**config.mk**
```make
export PLATFORM = sky130hd
export DESIGN_NAME = axi4_wb_dropper_flat
export DESIGN_NICKNAME = d
export VERILOG_FILES = /design/src/rtl/axi4_wb_dropper_if.sv /design/src/rtl/axi4_wb_dropper.sv /design/src/flat_wrapper.sv
export SDC_FILE = /design/constraint.sdc
export NUM_CORES = 1
export LEC_CHECK = 0
export CAP_MARGIN = 20
export CORE_MARGIN = 1.5
export CORE_UTILIZATION = 35
export CTS_CLUSTER_SIZE = 10
export DETAILED_ROUTE_END_ITERATION = 12
export HOLD_SLACK_MARGIN = 0.06
export PLACE_DENSITY = 0.65
export SLEW_MARGIN = 20
export SYNTH_ARGS = -nofsm -noshare
export SYNTH_HDL_FRONTEND = slang
export SYNTH_SLANG_ARGS = --single-unit
```
**constraint.sdc**
```tcl
create_clock -name axi4_aclk -period 2.2 [get_ports axi4_aclk]
set_input_delay 0.33 -clock axi4_aclk [delete_from_list [all_inputs] [get_ports axi4_aclk]]
set_output_delay 0.33 -clock axi4_aclk [all_outputs]
set_load 0.01 [all_outputs]
```
**src/rtl/axi4_wb_dropper_if.sv**
```systemverilog
`default_nettype none
// ============================================================================
// Module   : axi4_wb_dropper_if
// Purpose  : Bundles the announcement, slave/master W and B channels of the
//            write-path dropper. Length ports exist only with
//            AXI4_WB_LEN_CHECK_EN.
// Revision : 1.0 - initial release
// ============================================================================
interface axi4_wb_dropper_if #(
  parameter int AXI_DATA_WIDTH = 32,
  parameter int AXI_ID_WIDTH   = 4,
  parameter int AXI_USER_WIDTH = 4
);
  logic                        trans_valid;
  logic                        trans_ready;
  logic [AXI_ID_WIDTH-1:0]     trans_id;
  logic                        trans_drop;
  logic                        trans_prefetch;
`ifdef AXI4_WB_LEN_CHECK_EN
  logic [7:0]                  trans_len;
  logic                        len_err;
`endif

  logic [AXI_DATA_WIDTH-1:0]   s_axi4_wdata;
  logic [AXI_DATA_WIDTH/8-1:0] s_axi4_wstrb;
  logic                        s_axi4_wlast;
  logic [AXI_USER_WIDTH-1:0]   s_axi4_wuser;
  logic                        s_axi4_wvalid;
  logic                        s_axi4_wready;

  logic [AXI_DATA_WIDTH-1:0]   m_axi4_wdata;
  logic [AXI_DATA_WIDTH/8-1:0] m_axi4_wstrb;
  logic                        m_axi4_wlast;
  logic [AXI_USER_WIDTH-1:0]   m_axi4_wuser;
  logic                        m_axi4_wvalid;
  logic                        m_axi4_wready;

  logic [AXI_ID_WIDTH-1:0]     m_axi4_bid;
  logic [1:0]                  m_axi4_bresp;
  logic [AXI_USER_WIDTH-1:0]   m_axi4_buser;
  logic                        m_axi4_bvalid;
  logic                        m_axi4_bready;

  logic [AXI_ID_WIDTH-1:0]     s_axi4_bid;
  logic [1:0]                  s_axi4_bresp;
  logic [AXI_USER_WIDTH-1:0]   s_axi4_buser;
  logic                        s_axi4_bvalid;
  logic                        s_axi4_bready;

  // Block-side view.
  modport slave (
    input  trans_valid, trans_id, trans_drop, trans_prefetch,
    output trans_ready,
    input  s_axi4_wdata, s_axi4_wstrb, s_axi4_wlast, s_axi4_wuser, s_axi4_wvalid,
    output s_axi4_wready,
    output m_axi4_wdata, m_axi4_wstrb, m_axi4_wlast, m_axi4_wuser, m_axi4_wvalid,
    input  m_axi4_wready,
    input  m_axi4_bid, m_axi4_bresp, m_axi4_buser, m_axi4_bvalid,
    output m_axi4_bready,
    output s_axi4_bid, s_axi4_bresp, s_axi4_buser, s_axi4_bvalid,
    input  s_axi4_bready
`ifdef AXI4_WB_LEN_CHECK_EN
    , input trans_len, output len_err
`endif
  );

  // Environment-side view.
  modport master (
    output trans_valid, trans_id, trans_drop, trans_prefetch,
    input  trans_ready,
    output s_axi4_wdata, s_axi4_wstrb, s_axi4_wlast, s_axi4_wuser, s_axi4_wvalid,
    input  s_axi4_wready,
    input  m_axi4_wdata, m_axi4_wstrb, m_axi4_wlast, m_axi4_wuser, m_axi4_wvalid,
    output m_axi4_wready,
    output m_axi4_bid, m_axi4_bresp, m_axi4_buser, m_axi4_bvalid,
    input  m_axi4_bready,
    input  s_axi4_bid, s_axi4_bresp, s_axi4_buser, s_axi4_bvalid,
    output s_axi4_bready
`ifdef AXI4_WB_LEN_CHECK_EN
    , output trans_len, input len_err
`endif
  );
endinterface
`default_nettype wire

```
**src/rtl/axi4_wb_dropper.sv**
```systemverilog
`default_nettype none
// ============================================================================
// Module   : axi4_wb_dropper
// Purpose  : Forwards W beats of kept bursts, sinks dropped bursts and merges
//            an injected B per dropped burst into the master B stream.
//            Optional beat-count termination: AXI4_WB_LEN_CHECK_EN.
// Revision : 1.0 - initial release
// ============================================================================
module axi4_wb_dropper #(
  parameter int AXI_DATA_WIDTH = 32,
  parameter int AXI_ID_WIDTH   = 4,
  parameter int AXI_USER_WIDTH = 4,
  parameter int ORDER_DEPTH    = 4,
  parameter int DROP_DEPTH     = 4
) (
  input logic              axi4_aclk,
  input logic              axi4_arstn,
  axi4_wb_dropper_if.slave bus
);
  localparam int OAW = $clog2(ORDER_DEPTH);
  localparam int DAW = $clog2(DROP_DEPTH);

  typedef enum logic [1:0] {
    B_IDLE = 2'd0,
    B_FWD  = 2'd1,
    B_INJ  = 2'd2
  } b_state_e;

  logic                      r_rst_done;
  logic [OAW:0]              r_ord_wptr;
  logic [OAW:0]              r_ord_rptr;
  logic                      r_ord_drop [ORDER_DEPTH];
  logic                      r_ord_pf   [ORDER_DEPTH];
  logic [AXI_ID_WIDTH-1:0]   r_ord_id   [ORDER_DEPTH];
  logic [DAW:0]              r_drp_wptr;
  logic [DAW:0]              r_drp_rptr;
  logic                      r_drp_pf   [DROP_DEPTH];
  logic [AXI_ID_WIDTH-1:0]   r_drp_id   [DROP_DEPTH];
  b_state_e                  r_b_state;
  logic [AXI_ID_WIDTH-1:0]   r_inj_id;
  logic [1:0]                r_inj_resp;

  logic                      w_ord_empty;
  logic                      w_ord_full;
  logic                      w_ord_push;
  logic                      w_ord_pop;
  logic                      w_drp_empty;
  logic                      w_drp_full;
  logic                      w_drp_push;
  logic                      w_drp_pop;
  logic                      w_keep;
  logic                      w_sink;
  logic                      w_term;
  logic                      w_sink_ready;
  logic                      w_sink_beat;
  logic [AXI_DATA_WIDTH-1:0] w_wdata;
  logic [AXI_USER_WIDTH-1:0] w_inj_user;
  logic [OAW-1:0]            w_ord_head;
  logic [DAW-1:0]            w_drp_head;

  assign w_ord_head  = r_ord_rptr[OAW-1:0];
  assign w_drp_head  = r_drp_rptr[DAW-1:0];
  assign w_ord_empty = (r_ord_wptr == r_ord_rptr);
  assign w_ord_full  = (r_ord_wptr[OAW] != r_ord_rptr[OAW]) &&
                       (r_ord_wptr[OAW-1:0] == r_ord_rptr[OAW-1:0]);
  assign w_drp_empty = (r_drp_wptr == r_drp_rptr);
  assign w_drp_full  = (r_drp_wptr[DAW] != r_drp_rptr[DAW]) &&
                       (r_drp_wptr[DAW-1:0] == r_drp_rptr[DAW-1:0]);

  // r_rst_done holds trans_ready low while reset is asserted.
  assign bus.trans_ready = r_rst_done & ~w_ord_full;
  assign w_ord_push      = bus.trans_valid & bus.trans_ready;

  assign w_keep = ~w_ord_empty & ~r_ord_drop[w_ord_head];
  assign w_sink = ~w_ord_empty &  r_ord_drop[w_ord_head];

`ifdef AXI4_WB_LEN_CHECK_EN
  logic [7:0] r_ord_len [ORDER_DEPTH];
  logic [7:0] r_beat_cnt;
  logic       r_len_err;

  assign w_term      = (r_beat_cnt == r_ord_len[w_ord_head]);
  assign bus.len_err = r_len_err;

  always_ff @(posedge axi4_aclk) begin
    if (w_ord_push) begin
      r_ord_len[r_ord_wptr[OAW-1:0]] <= bus.trans_len;
    end
  end

  always_ff @(posedge axi4_aclk or negedge axi4_arstn) begin
    if (!axi4_arstn) begin
      r_beat_cnt <= 8'd0;
      r_len_err  <= 1'b0;
    end else if (w_sink_beat) begin
      r_beat_cnt <= w_term ? 8'd0 : r_beat_cnt + 8'd1;
      if (bus.s_axi4_wlast != w_term) begin
        r_len_err <= 1'b1;
      end
    end
  end
`else
  assign w_term = bus.s_axi4_wlast;
`endif

  // Only the terminating beat of a dropped burst needs room for its B.
  assign w_sink_ready = ~w_term | ~w_drp_full;
  assign w_sink_beat  = w_sink & bus.s_axi4_wvalid & w_sink_ready;
  assign w_drp_push   = w_sink_beat & w_term;
  assign w_ord_pop    = (w_keep & bus.s_axi4_wvalid & bus.m_axi4_wready & bus.s_axi4_wlast) |
                        w_drp_push;

  assign w_wdata           = bus.s_axi4_wdata;
  assign bus.m_axi4_wdata  = w_wdata;
  assign bus.m_axi4_wstrb  = bus.s_axi4_wstrb;
  assign bus.m_axi4_wlast  = bus.s_axi4_wlast;
  assign bus.m_axi4_wuser  = bus.s_axi4_wuser;
  assign bus.m_axi4_wvalid = w_keep & bus.s_axi4_wvalid;
  assign bus.s_axi4_wready = w_keep ? bus.m_axi4_wready : (w_sink & w_sink_ready);

  always_ff @(posedge axi4_aclk) begin
    if (w_ord_push) begin
      r_ord_drop[r_ord_wptr[OAW-1:0]] <= bus.trans_drop;
      r_ord_pf[r_ord_wptr[OAW-1:0]]   <= bus.trans_prefetch;
      r_ord_id[r_ord_wptr[OAW-1:0]]   <= bus.trans_id;
    end
    if (w_drp_push) begin
      r_drp_pf[r_drp_wptr[DAW-1:0]] <= r_ord_pf[w_ord_head];
      r_drp_id[r_drp_wptr[DAW-1:0]] <= r_ord_id[w_ord_head];
    end
  end

  always_ff @(posedge axi4_aclk or negedge axi4_arstn) begin
    if (!axi4_arstn) begin
      r_rst_done <= 1'b0;
      r_ord_wptr <= '0;
      r_ord_rptr <= '0;
      r_drp_wptr <= '0;
      r_drp_rptr <= '0;
    end else begin
      r_rst_done <= 1'b1;
      if (w_ord_push) r_ord_wptr <= r_ord_wptr + (OAW+1)'(1);
      if (w_ord_pop)  r_ord_rptr <= r_ord_rptr + (OAW+1)'(1);
      if (w_drp_push) r_drp_wptr <= r_drp_wptr + (DAW+1)'(1);
      if (w_drp_pop)  r_drp_rptr <= r_drp_rptr + (DAW+1)'(1);
    end
  end

  // B merge: injection wins in IDLE; the chosen source is held until handshake.
  always_ff @(posedge axi4_aclk or negedge axi4_arstn) begin
    if (!axi4_arstn) begin
      r_b_state  <= B_IDLE;
      r_inj_id   <= '0;
      r_inj_resp <= 2'b00;
    end else begin
      case (r_b_state)
        B_IDLE: begin
          if (!w_drp_empty) begin
            r_b_state  <= B_INJ;
            r_inj_id   <= r_drp_id[w_drp_head];
            r_inj_resp <= r_drp_pf[w_drp_head] ? 2'b00 : 2'b10;
          end else if (bus.m_axi4_bvalid) begin
            r_b_state <= B_FWD;
          end
        end
        B_FWD: if (bus.m_axi4_bvalid && bus.s_axi4_bready) r_b_state <= B_IDLE;
        B_INJ: if (bus.s_axi4_bready) r_b_state <= B_IDLE;
        default: r_b_state <= B_IDLE;
      endcase
    end
  end

  assign w_inj_user        = '0;
  assign w_drp_pop         = (r_b_state == B_INJ) & bus.s_axi4_bready;
  assign bus.m_axi4_bready = (r_b_state == B_FWD) & bus.s_axi4_bready;
  assign bus.s_axi4_bvalid = (r_b_state == B_INJ) | ((r_b_state == B_FWD) & bus.m_axi4_bvalid);
  assign bus.s_axi4_bid    = (r_b_state == B_INJ) ? r_inj_id   : bus.m_axi4_bid;
  assign bus.s_axi4_bresp  = (r_b_state == B_INJ) ? r_inj_resp : bus.m_axi4_bresp;
  assign bus.s_axi4_buser  = (r_b_state == B_INJ) ? w_inj_user : bus.m_axi4_buser;
endmodule
`default_nettype wire
```
**src/flat_wrapper.sv**
```systemverilog
// flat-port wrapper written by rule: the top's interface ports become plain ports
module axi4_wb_dropper_flat 
#(
  parameter int AXI_DATA_WIDTH = 32,
  parameter int AXI_ID_WIDTH   = 4,
  parameter int AXI_USER_WIDTH = 4,
  parameter int ORDER_DEPTH    = 4,
  parameter int DROP_DEPTH     = 4
)
  (axi4_aclk, axi4_arstn, bus_trans_valid, bus_trans_id, bus_trans_drop, bus_trans_prefetch, bus_trans_ready, bus_s_axi4_wdata, bus_s_axi4_wstrb, bus_s_axi4_wlast, bus_s_axi4_wuser, bus_s_axi4_wvalid, bus_s_axi4_wready, bus_m_axi4_wdata, bus_m_axi4_wstrb, bus_m_axi4_wlast, bus_m_axi4_wuser, bus_m_axi4_wvalid, bus_m_axi4_wready, bus_m_axi4_bid, bus_m_axi4_bresp, bus_m_axi4_buser, bus_m_axi4_bvalid, bus_m_axi4_bready, bus_s_axi4_bid, bus_s_axi4_bresp, bus_s_axi4_buser, bus_s_axi4_bvalid, bus_s_axi4_bready);
  axi4_wb_dropper_if #(.AXI_DATA_WIDTH(AXI_DATA_WIDTH), .AXI_ID_WIDTH(AXI_ID_WIDTH), .AXI_USER_WIDTH(AXI_USER_WIDTH)) bus_i ();
  input logic axi4_aclk;
  input logic axi4_arstn;
  input wire logic [$bits(bus_i.trans_valid)-1:0] bus_trans_valid;
  input wire logic [$bits(bus_i.trans_id)-1:0] bus_trans_id;
  input wire logic [$bits(bus_i.trans_drop)-1:0] bus_trans_drop;
  input wire logic [$bits(bus_i.trans_prefetch)-1:0] bus_trans_prefetch;
  output wire logic [$bits(bus_i.trans_ready)-1:0] bus_trans_ready;
  input wire logic [$bits(bus_i.s_axi4_wdata)-1:0] bus_s_axi4_wdata;
  input wire logic [$bits(bus_i.s_axi4_wstrb)-1:0] bus_s_axi4_wstrb;
  input wire logic [$bits(bus_i.s_axi4_wlast)-1:0] bus_s_axi4_wlast;
  input wire logic [$bits(bus_i.s_axi4_wuser)-1:0] bus_s_axi4_wuser;
  input wire logic [$bits(bus_i.s_axi4_wvalid)-1:0] bus_s_axi4_wvalid;
  output wire logic [$bits(bus_i.s_axi4_wready)-1:0] bus_s_axi4_wready;
  output wire logic [$bits(bus_i.m_axi4_wdata)-1:0] bus_m_axi4_wdata;
  output wire logic [$bits(bus_i.m_axi4_wstrb)-1:0] bus_m_axi4_wstrb;
  output wire logic [$bits(bus_i.m_axi4_wlast)-1:0] bus_m_axi4_wlast;
  output wire logic [$bits(bus_i.m_axi4_wuser)-1:0] bus_m_axi4_wuser;
  output wire logic [$bits(bus_i.m_axi4_wvalid)-1:0] bus_m_axi4_wvalid;
  input wire logic [$bits(bus_i.m_axi4_wready)-1:0] bus_m_axi4_wready;
  input wire logic [$bits(bus_i.m_axi4_bid)-1:0] bus_m_axi4_bid;
  input wire logic [$bits(bus_i.m_axi4_bresp)-1:0] bus_m_axi4_bresp;
  input wire logic [$bits(bus_i.m_axi4_buser)-1:0] bus_m_axi4_buser;
  input wire logic [$bits(bus_i.m_axi4_bvalid)-1:0] bus_m_axi4_bvalid;
  output wire logic [$bits(bus_i.m_axi4_bready)-1:0] bus_m_axi4_bready;
  output wire logic [$bits(bus_i.s_axi4_bid)-1:0] bus_s_axi4_bid;
  output wire logic [$bits(bus_i.s_axi4_bresp)-1:0] bus_s_axi4_bresp;
  output wire logic [$bits(bus_i.s_axi4_buser)-1:0] bus_s_axi4_buser;
  output wire logic [$bits(bus_i.s_axi4_bvalid)-1:0] bus_s_axi4_bvalid;
  input wire logic [$bits(bus_i.s_axi4_bready)-1:0] bus_s_axi4_bready;
  assign bus_i.trans_valid = bus_trans_valid;
  assign bus_i.trans_id = bus_trans_id;
  assign bus_i.trans_drop = bus_trans_drop;
  assign bus_i.trans_prefetch = bus_trans_prefetch;
  assign bus_trans_ready = bus_i.trans_ready;
  assign bus_i.s_axi4_wdata = bus_s_axi4_wdata;
  assign bus_i.s_axi4_wstrb = bus_s_axi4_wstrb;
  assign bus_i.s_axi4_wlast = bus_s_axi4_wlast;
  assign bus_i.s_axi4_wuser = bus_s_axi4_wuser;
  assign bus_i.s_axi4_wvalid = bus_s_axi4_wvalid;
  assign bus_s_axi4_wready = bus_i.s_axi4_wready;
  assign bus_m_axi4_wdata = bus_i.m_axi4_wdata;
  assign bus_m_axi4_wstrb = bus_i.m_axi4_wstrb;
  assign bus_m_axi4_wlast = bus_i.m_axi4_wlast;
  assign bus_m_axi4_wuser = bus_i.m_axi4_wuser;
  assign bus_m_axi4_wvalid = bus_i.m_axi4_wvalid;
  assign bus_i.m_axi4_wready = bus_m_axi4_wready;
  assign bus_i.m_axi4_bid = bus_m_axi4_bid;
  assign bus_i.m_axi4_bresp = bus_m_axi4_bresp;
  assign bus_i.m_axi4_buser = bus_m_axi4_buser;
  assign bus_i.m_axi4_bvalid = bus_m_axi4_bvalid;
  assign bus_m_axi4_bready = bus_i.m_axi4_bready;
  assign bus_s_axi4_bid = bus_i.s_axi4_bid;
  assign bus_s_axi4_bresp = bus_i.s_axi4_bresp;
  assign bus_s_axi4_buser = bus_i.s_axi4_buser;
  assign bus_s_axi4_bvalid = bus_i.s_axi4_bvalid;
  assign bus_i.s_axi4_bready = bus_s_axi4_bready;
  axi4_wb_dropper #(.AXI_DATA_WIDTH(AXI_DATA_WIDTH), .AXI_ID_WIDTH(AXI_ID_WIDTH), .AXI_USER_WIDTH(AXI_USER_WIDTH), .ORDER_DEPTH(ORDER_DEPTH), .DROP_DEPTH(DROP_DEPTH)) u_core (.axi4_aclk(axi4_aclk), .axi4_arstn(axi4_arstn), .bus(bus_i));
endmodule
```
==> metrics.log, run 1 <==
[metrics] clock-pin slew on the worst setup and hold paths: 70 ps
[metrics] FF+latch count, synth: 64
[metrics] Area after DPL: 3410 um2
[metrics] number of unique standard cell types used by synthesis: 38
[metrics] sequential fraction of the synthesis area: 57.3%
[metrics] number of nets at the end of the flow: 309
[metrics] maximum clock insertion buffer count: 2
[metrics] clk_lat worst skew: 340 ps
[metrics] number of instances in the synthesized netlist: 224
[metrics] IO buf count: 39
[metrics] syn_nets: 298
[metrics] n_diodes: 0
[metrics] via count: 1630
[metrics] Overflow after GRT: 0
[metrics] number of violations reported at the end of detailed-routing iteration 0: 43
[metrics] Static Leak: 1.42 nW
[metrics] global-route usage over all layers: 11.3%
[metrics] via density per instance: 4.68
[metrics] Vert. Die Dim: 98.3 um
[metrics] largest net degree at the start of global routing: 21
[metrics] endpoint kind of the worst setup timing path: output pin
[metrics] count of nets left with antenna violations after detail routing: 0
[metrics] Root Buffer: sky130_fd_sc_hd__clkbuf_8
[metrics] count of unresolved DRC violations after routing: 0
[metrics] worst path required time: 1870 ps
[metrics] top_reg_cell synth: sky130_fd_sc_hd__edfxtp_1
[metrics] final std cell area, no fill: 3670 um2
[metrics] most frequent standard cell in the layout excluding fill and tap cells: sky130_fd_sc_hd__edfxtp_1
[metrics] DP HPWL: 3.56 mm
[metrics] top library cells by usage in the layout, fill and taps aside: 44 x sky130_fd_sc_hd__edfxtp_1, 36 x sky130_fd_sc_hd__clkdlybuf4s50_1, 23 x sky130_fd_sc_hd__nand2_1
[metrics] outcome: completed
[metrics] initial antenna violation count: 0
[metrics] placeable core region: 8760 um2
[metrics] post-route fraction of the period consumed by the critical path: 97.3%
[metrics] Maximum Capacitance Violations: 0
[metrics] DR WL/cell: 14.2 um
[metrics] placement row count: 34
[metrics] Post-synth EDFFs: 44
[metrics] maximum fanout along the worst path: 4
[metrics] mean instance size in the synthesized netlist: 14.2 um2
[metrics] VDD IR-drop max: 0.652 mV
[metrics] Die Footprint: 9670 um2
[metrics] Worst Path Arrival: 1810 ps
[metrics] class of the worst hold path: input port to asynchronous set/reset pin
[metrics] total iterations of the first detailed-routing run: 4
[metrics] fin crit period: 2140 ps
[metrics] number of non-filler instances in the completed layout: 348
[metrics] I/O pin cnt: 120
[metrics] Max Transition Viols Final: 0
[metrics] CTS tree: built
[metrics] critical path's largest stage delay: 580 ps
[metrics] CP Launch Type: flip-flop
[metrics] count of final hold-check violations: 0
[metrics] final number of setup-violating endpoints: 0
[metrics] Routability Congestion: 0.699
[metrics] ratio of cells with drive above 1 in the final layout: 17.5%
[metrics] list of cells traversed by the critical path: mux4_2 -> or2_4 -> o221a_4 -> buf_6
[metrics] hold-fix buffers at CTS: 0
[metrics] global-route wire length before repair: 8.38 mm
[metrics] count of synthesis-stage warnings from yosys: 0
[metrics] share of flip-flops with an asynchronous set or reset: 31.3%
[metrics] dpl cells: 331
[metrics] Final Power: 0.00498 W
[metrics] overall die width: 98.3 um
[metrics] total length of routed wires: 4.96 mm
[metrics] TritonCTS Buffers: 9
[metrics] crit path max-delay cell type: sky130_fd_sc_hd__mux4_2
[metrics] power density of the placed cells: 1360 nW/um2
[metrics] number of H-tree branching levels: 3
[metrics] number of global-route vias before repair: 1693
[metrics] cell area after synthesis: 3180 um2
[metrics] effective utilization at floorplan: 36.3%
[metrics] CTS sink cnt: 64
[metrics] setup repair after global routing missed its margin: true
[metrics] class of the most critical setup path: flip-flop to output pin
[metrics] Worst Clk Skew: 10.7 ps
[metrics] top achievable clock speed: 467 MHz
[metrics] layout-stage area growth over the synthesis result: 15.5%
[routing by layer]
metal	GRT usage, %	up-vias	share of wire, %
met3	5.15	25	8.6
met4	5.53	0	3.0
met2	17.5	59	46
met1	13.2	768	43
met5	0	-	0
li1	-	778	-
[power by group]
part / total (W) / switching, W / internal, W
Sequential: 0.00187 / 0.000227 / 0.00164
Clock: 0.000995 / 0.000413 / 0.000582
Combinational: 0.00212 / 0.00100 / 0.00112
Total: 0.00498 / 0.00164 / 0.00334
[through the flow]
step | hold WS (ps) | util (%) | TNS, ps | setup slack (ps)
finish | 333 | 41.9 | 0 | 60.3
global route | 359 | 41.9 | -18.8 | -12.1
CTS | 331 | 41.5 | -44.1 | -44.1
detailed placement | 476 | 39.0 | 0 | 75.4
global placement | 470 | 39.0 | 0 | 88.3
floorplan | 34.4 | - | 0 | 419
[logic make-up after synthesis]
group	synth area share (%)
DFF	57.3
buffers and inverters	11.5
and+or+nand+nor	8.38
xor gates and xnor gates	4.96
muxes	11.0
adders and majority gates	3.93
AOI/OAI and AO/OA	2.83
other	0.118
[cells in the mapped netlist (2+ instances only)]
library cell,instances,area [um2]
sky130_fd_sc_hd__nand2_1,23,86.3
sky130_fd_sc_hd__clkbuf_1,2,7.51
sky130_fd_sc_hd__dfrtp_1,20,500
sky130_fd_sc_hd__and3_1,8,50.1
sky130_fd_sc_hd__mux2_1,5,56.3
sky130_fd_sc_hd__nand3b_1,2,15.0
sky130_fd_sc_hd__and2_1,6,37.5
sky130_fd_sc_hd__buf_4,42,315
sky130_fd_sc_hd__mux4_2,6,135
sky130_fd_sc_hd__inv_1,6,22.5
sky130_fd_sc_hd__edfxtp_1,44,1320
sky130_fd_sc_hd__xor2_1,6,52.6
sky130_fd_sc_hd__o21ai_1,3,15.0
sky130_fd_sc_hd__nand3_1,2,10.0
sky130_fd_sc_hd__buf_2,2,10.0
sky130_fd_sc_hd__mux4_1,5,131
sky130_fd_sc_hd__ha_1,10,125
sky130_fd_sc_hd__xnor2_1,12,105
[registers in the layout, indices dropped and copies added, names as in the netlist]
name / cells
u_core.r_drp_rptr: 3
u_core.r_drp_id: 16
u_core.r_ord_wptr: 3
u_core.r_b_state: 2
u_core.r_ord_drop: 4
u_core.r_drp_pf: 4
u_core.r_ord_pf: 4
u_core.r_drp_wptr: 3
u_core.r_ord_id: 16
u_core.r_inj_id: 4
u_core.r_rst_done: 1
u_core.r_inj_resp: 1
u_core.r_ord_rptr: 3
[worst max-delay path: cells and delay by family (launching register included)]
kind                   cells  cell delay [ps]
multiplexers               1              580
flip-flops                 1              370
AND/OR/NAND/NOR            1              290
AO/OA/AOI/OAI              1              120
buffers and inverters      1              120
[final timing paths]
kind,startpoint,endpoint,slack (ps),depth (start not counted)
worst max-delay path,u_core.r_ord_rptr[0],bus_s_axi4_wready,60,4
worst min-delay path,axi4_arstn,u_core.r_inj_resp[1],330,2
worst max register to register,u_core.r_ord_rptr[0],u_core.r_drp_id[3][0],310,5
worst min register to register,u_core.r_inj_resp[1],u_core.r_inj_resp[1],490,2
max in group asynchronous,axi4_arstn,u_core.r_b_state[1],1630,2
min in group axi4_aclk,u_core.r_inj_resp[1],u_core.r_inj_resp[1],490,2
[timing repair]
action	CTS	global route
pin swaps	0	1
endpoints found under the setup margin	13	9
setup buffers	0	1
resized for setup	9	8
[final cells by class]
| type | count | area [um2] |
|---|---|---|
| multi-input cells | 107 | 1040 |
| clock buffers | 13 | 159 |
| fillers | 796 | 5090 |
| inverters | 6 | 22.5 |
| flip-flops and latches | 64 | 1820 |
| clock inverters | 3 | 40.0 |
| well taps | 108 | 135 |
| repair buffers | 47 | 449 |
Note: power is estimated with default switching activity, not from simulation.
==> run 2, diff against run 1 <==
--- a/config.mk
+++ b/config.mk
@@ -6,7 +6,6 @@
 export NUM_CORES = 1
 export LEC_CHECK = 0
 export CAP_MARGIN = 20
-export CORE_MARGIN = 1.5
 export CORE_UTILIZATION = 35
 export CTS_CLUSTER_SIZE = 10
 export DETAILED_ROUTE_END_ITERATION = 12
==> metrics.log, run 2 (synthesis gave the netlist of run 1 again) <==
[metrics] global-route usage over all layers: 11.5% (was 11.3%)
[metrics] TritonCTS Buffers: 9 (unchanged)
[metrics] count of unresolved DRC violations after routing: 0 (unchanged)
[metrics] Max Transition Viols Final: 0 (unchanged)
[metrics] effective utilization at floorplan: 36.3% (unchanged)
[metrics] outcome: completed (unchanged)
[metrics] class of the worst hold path: input port to asynchronous set/reset pin (unchanged)
[metrics] number of violations reported at the end of detailed-routing iteration 0: 55 (was 43)
[metrics] IO buf count: 39 (unchanged)
[metrics] maximum fanout along the worst path: 4 (unchanged)
[metrics] DR WL/cell: 14.6 um (was 14.2 um)
[metrics] Root Buffer: sky130_fd_sc_hd__clkbuf_8 (unchanged)
[metrics] VDD IR-drop max: 0.559 mV (was 0.652 mV)
[metrics] via density per instance: 4.71 (was 4.68)
[metrics] count of final hold-check violations: 0 (unchanged)
[metrics] total iterations of the first detailed-routing run: 4 (unchanged)
[metrics] placeable core region: 8760 um2 (unchanged)
[metrics] top library cells by usage in the layout, fill and taps aside: 44 x sky130_fd_sc_hd__edfxtp_1, 36 x sky130_fd_sc_hd__clkdlybuf4s50_1, 23 x sky130_fd_sc_hd__nand2_1 (unchanged)
[metrics] placement row count: 34 (unchanged)
[metrics] Hold WS: 322 ps (was 333 ps)
[metrics] most frequent standard cell in the layout excluding fill and tap cells: sky130_fd_sc_hd__edfxtp_1 (unchanged)
[metrics] number of global-route vias before repair: 1710 (was 1693)
[metrics] hold-fix buffers at CTS: 0 (unchanged)
[metrics] Finished Core Util: 41.5% (was 41.9%)
[metrics] number of nets at the end of the flow: 310 (was 309)
[metrics] n_diodes: 0 (unchanged)
[metrics] CTS sink cnt: 64 (unchanged)
[metrics] Overflow after GRT: 0 (unchanged)
[metrics] class of the most critical setup path: flip-flop to output pin (unchanged)
[metrics] clock-pin slew on the worst setup and hold paths: 70 ps (about the same)
[metrics] via count: 1644 (was 1630)
[metrics] clk_lat worst skew: 340 ps (about the same)
[metrics] global-route wire length before repair: 8.38 mm (about the same)
[metrics] power density of the placed cells: 1340 nW/um2 (was 1360 nW/um2)
[metrics] setup repair after global routing missed its margin: false (was true)
[metrics] post-route fraction of the period consumed by the critical path: 96.5% (was 97.3%)
[metrics] CTS tree: built (unchanged)
[metrics] DP HPWL: 3.65 mm (was 3.56 mm)
[metrics] Static Leak: 1.40 nW (was 1.42 nW)
[metrics] Routability Congestion: 0.698 (was 0.699)
[metrics] crit path max-delay cell type: sky130_fd_sc_hd__mux4_2 (unchanged)
[metrics] I/O pin cnt: 120 (unchanged)
[metrics] count of nets left with antenna violations after detail routing: 0 (unchanged)
[metrics] initial antenna violation count: 0 (unchanged)
[metrics] ratio of cells with drive above 1 in the final layout: 17.4% (was 17.5%)
[metrics] largest net degree at the start of global routing: 21 (unchanged)
[metrics] Vert. Die Dim: 97.3 um (was 98.3 um)
[metrics] maximum clock insertion buffer count: 2 (unchanged)
[metrics] endpoint kind of the worst setup timing path: output pin (unchanged)
[metrics] critical path's largest stage delay: 570 ps (was 580 ps)
[metrics] list of cells traversed by the critical path: mux4_2 -> or2_4 -> o221a_2 -> clkbuf_2 (was mux4_2 -> or2_4 -> o221a_4 -> buf_6)
[metrics] Worst Clk Skew: 8.32 ps (was 10.7 ps)
[metrics] layout-stage area growth over the synthesis result: 14.3% (was 15.5%)
[metrics] overall die width: 97.3 um (was 98.3 um)
[metrics] Worst Path Arrival: 1790 ps (was 1810 ps)
[metrics] top achievable clock speed: 471 MHz (was 467 MHz)
[metrics] worst path required time: 1870 ps (about the same)
[metrics] total length of routed wires: 5.09 mm (was 4.96 mm)
[metrics] Maximum Capacitance Violations: 0 (unchanged)
[metrics] number of H-tree branching levels: 3 (unchanged)
[metrics] final number of setup-violating endpoints: 0 (unchanged)
[metrics] CP Launch Type: flip-flop (unchanged)
[metrics] fin crit period: 2120 ps (was 2140 ps)
[metrics] Die Footprint: 9470 um2 (was 9670 um2)
run 2: stage by stage:
step | area [um2] | power [W] | instances | TNS [ps] | worst slack, ps
2_1_floorplan | 3180 | 0.00326 | 224 | 0 | 419
3_3_place_gp | 3420 | 0.00387 | 332 | 0 | 95.0
3_5_place_dp | 3420 | 0.00392 | 332 | 0 | 76.8
4_1_cts | 3610 | 0.00487 | 348 | -102 | -102
5_1_grt | 3630 | 0.00521 | 349 | 0 | 2.81
6_report | 3630 | 0.00486 | 349 | 0 | 76.5
run 2: layout make-up:
type,instances,area (um2)
fill,830,5130
sequential,64,1820
multi-input combinational,107,1020
timing repair buffer,48,450
tap,108,135
clock buffer,10,128
clock inverter,6,60.1
inverter,6,22.5
run 2: timing repair:
| item | in CTS | in global routing |
|---|---|---|
| pin swaps | 0 | 1 |
| setup endpoints to repair | 13 | 7 |
| resized for setup | 4 | 7 |
| buffers inserted | 0 | 1 |
run 2: critical path: cells and delay by family, from the launching register on:
kind,cells,cell delay (ps)
AO/OA/AOI/OAI,1,120
buffers and inverters,1,120
flip-flops,1,370
multiplexers,1,570
AND/OR/NAND/NOR,1,280
run 2: final timing paths:
kind	slack, ps	startpoint	cells past startpoint	end
max in group asynchronous	1640	axi4_arstn	2	u_core.r_b_state[1]
max	80	u_core.r_ord_rptr[0]	4	bus_s_axi4_wready
min in group axi4_aclk	490	u_core.r_inj_resp[1]	2	u_core.r_inj_resp[1]
max reg2reg	340	u_core.r_ord_rptr[0]	5	u_core.r_drp_id[3][1]
min	320	axi4_arstn	2	u_core.r_ord_wptr[1]
min reg2reg	490	u_core.r_inj_resp[1]	2	u_core.r_inj_resp[1]
run 2: power by group:
group          total [W]  internal (W)  switching [W]
Sequential       0.00186       0.00164       0.000222
Combinational    0.00205       0.00106       0.000989
Clock           0.000955      0.000517       0.000438
run 2: routing by layer:
| metal | share of wire [%] | vias to the layer above | global-route usage [%] |
|---|---|---|---|
| li1 | - | 781 | - |
| met1 | 43 | 792 | 13.6 |
| met2 | 48 | 55 | 18.5 |
| met3 | 7.1 | 16 | 4.53 |
| met4 | 1.5 | 0 | 4.86 |
| met5 | 0 | - | 0 |
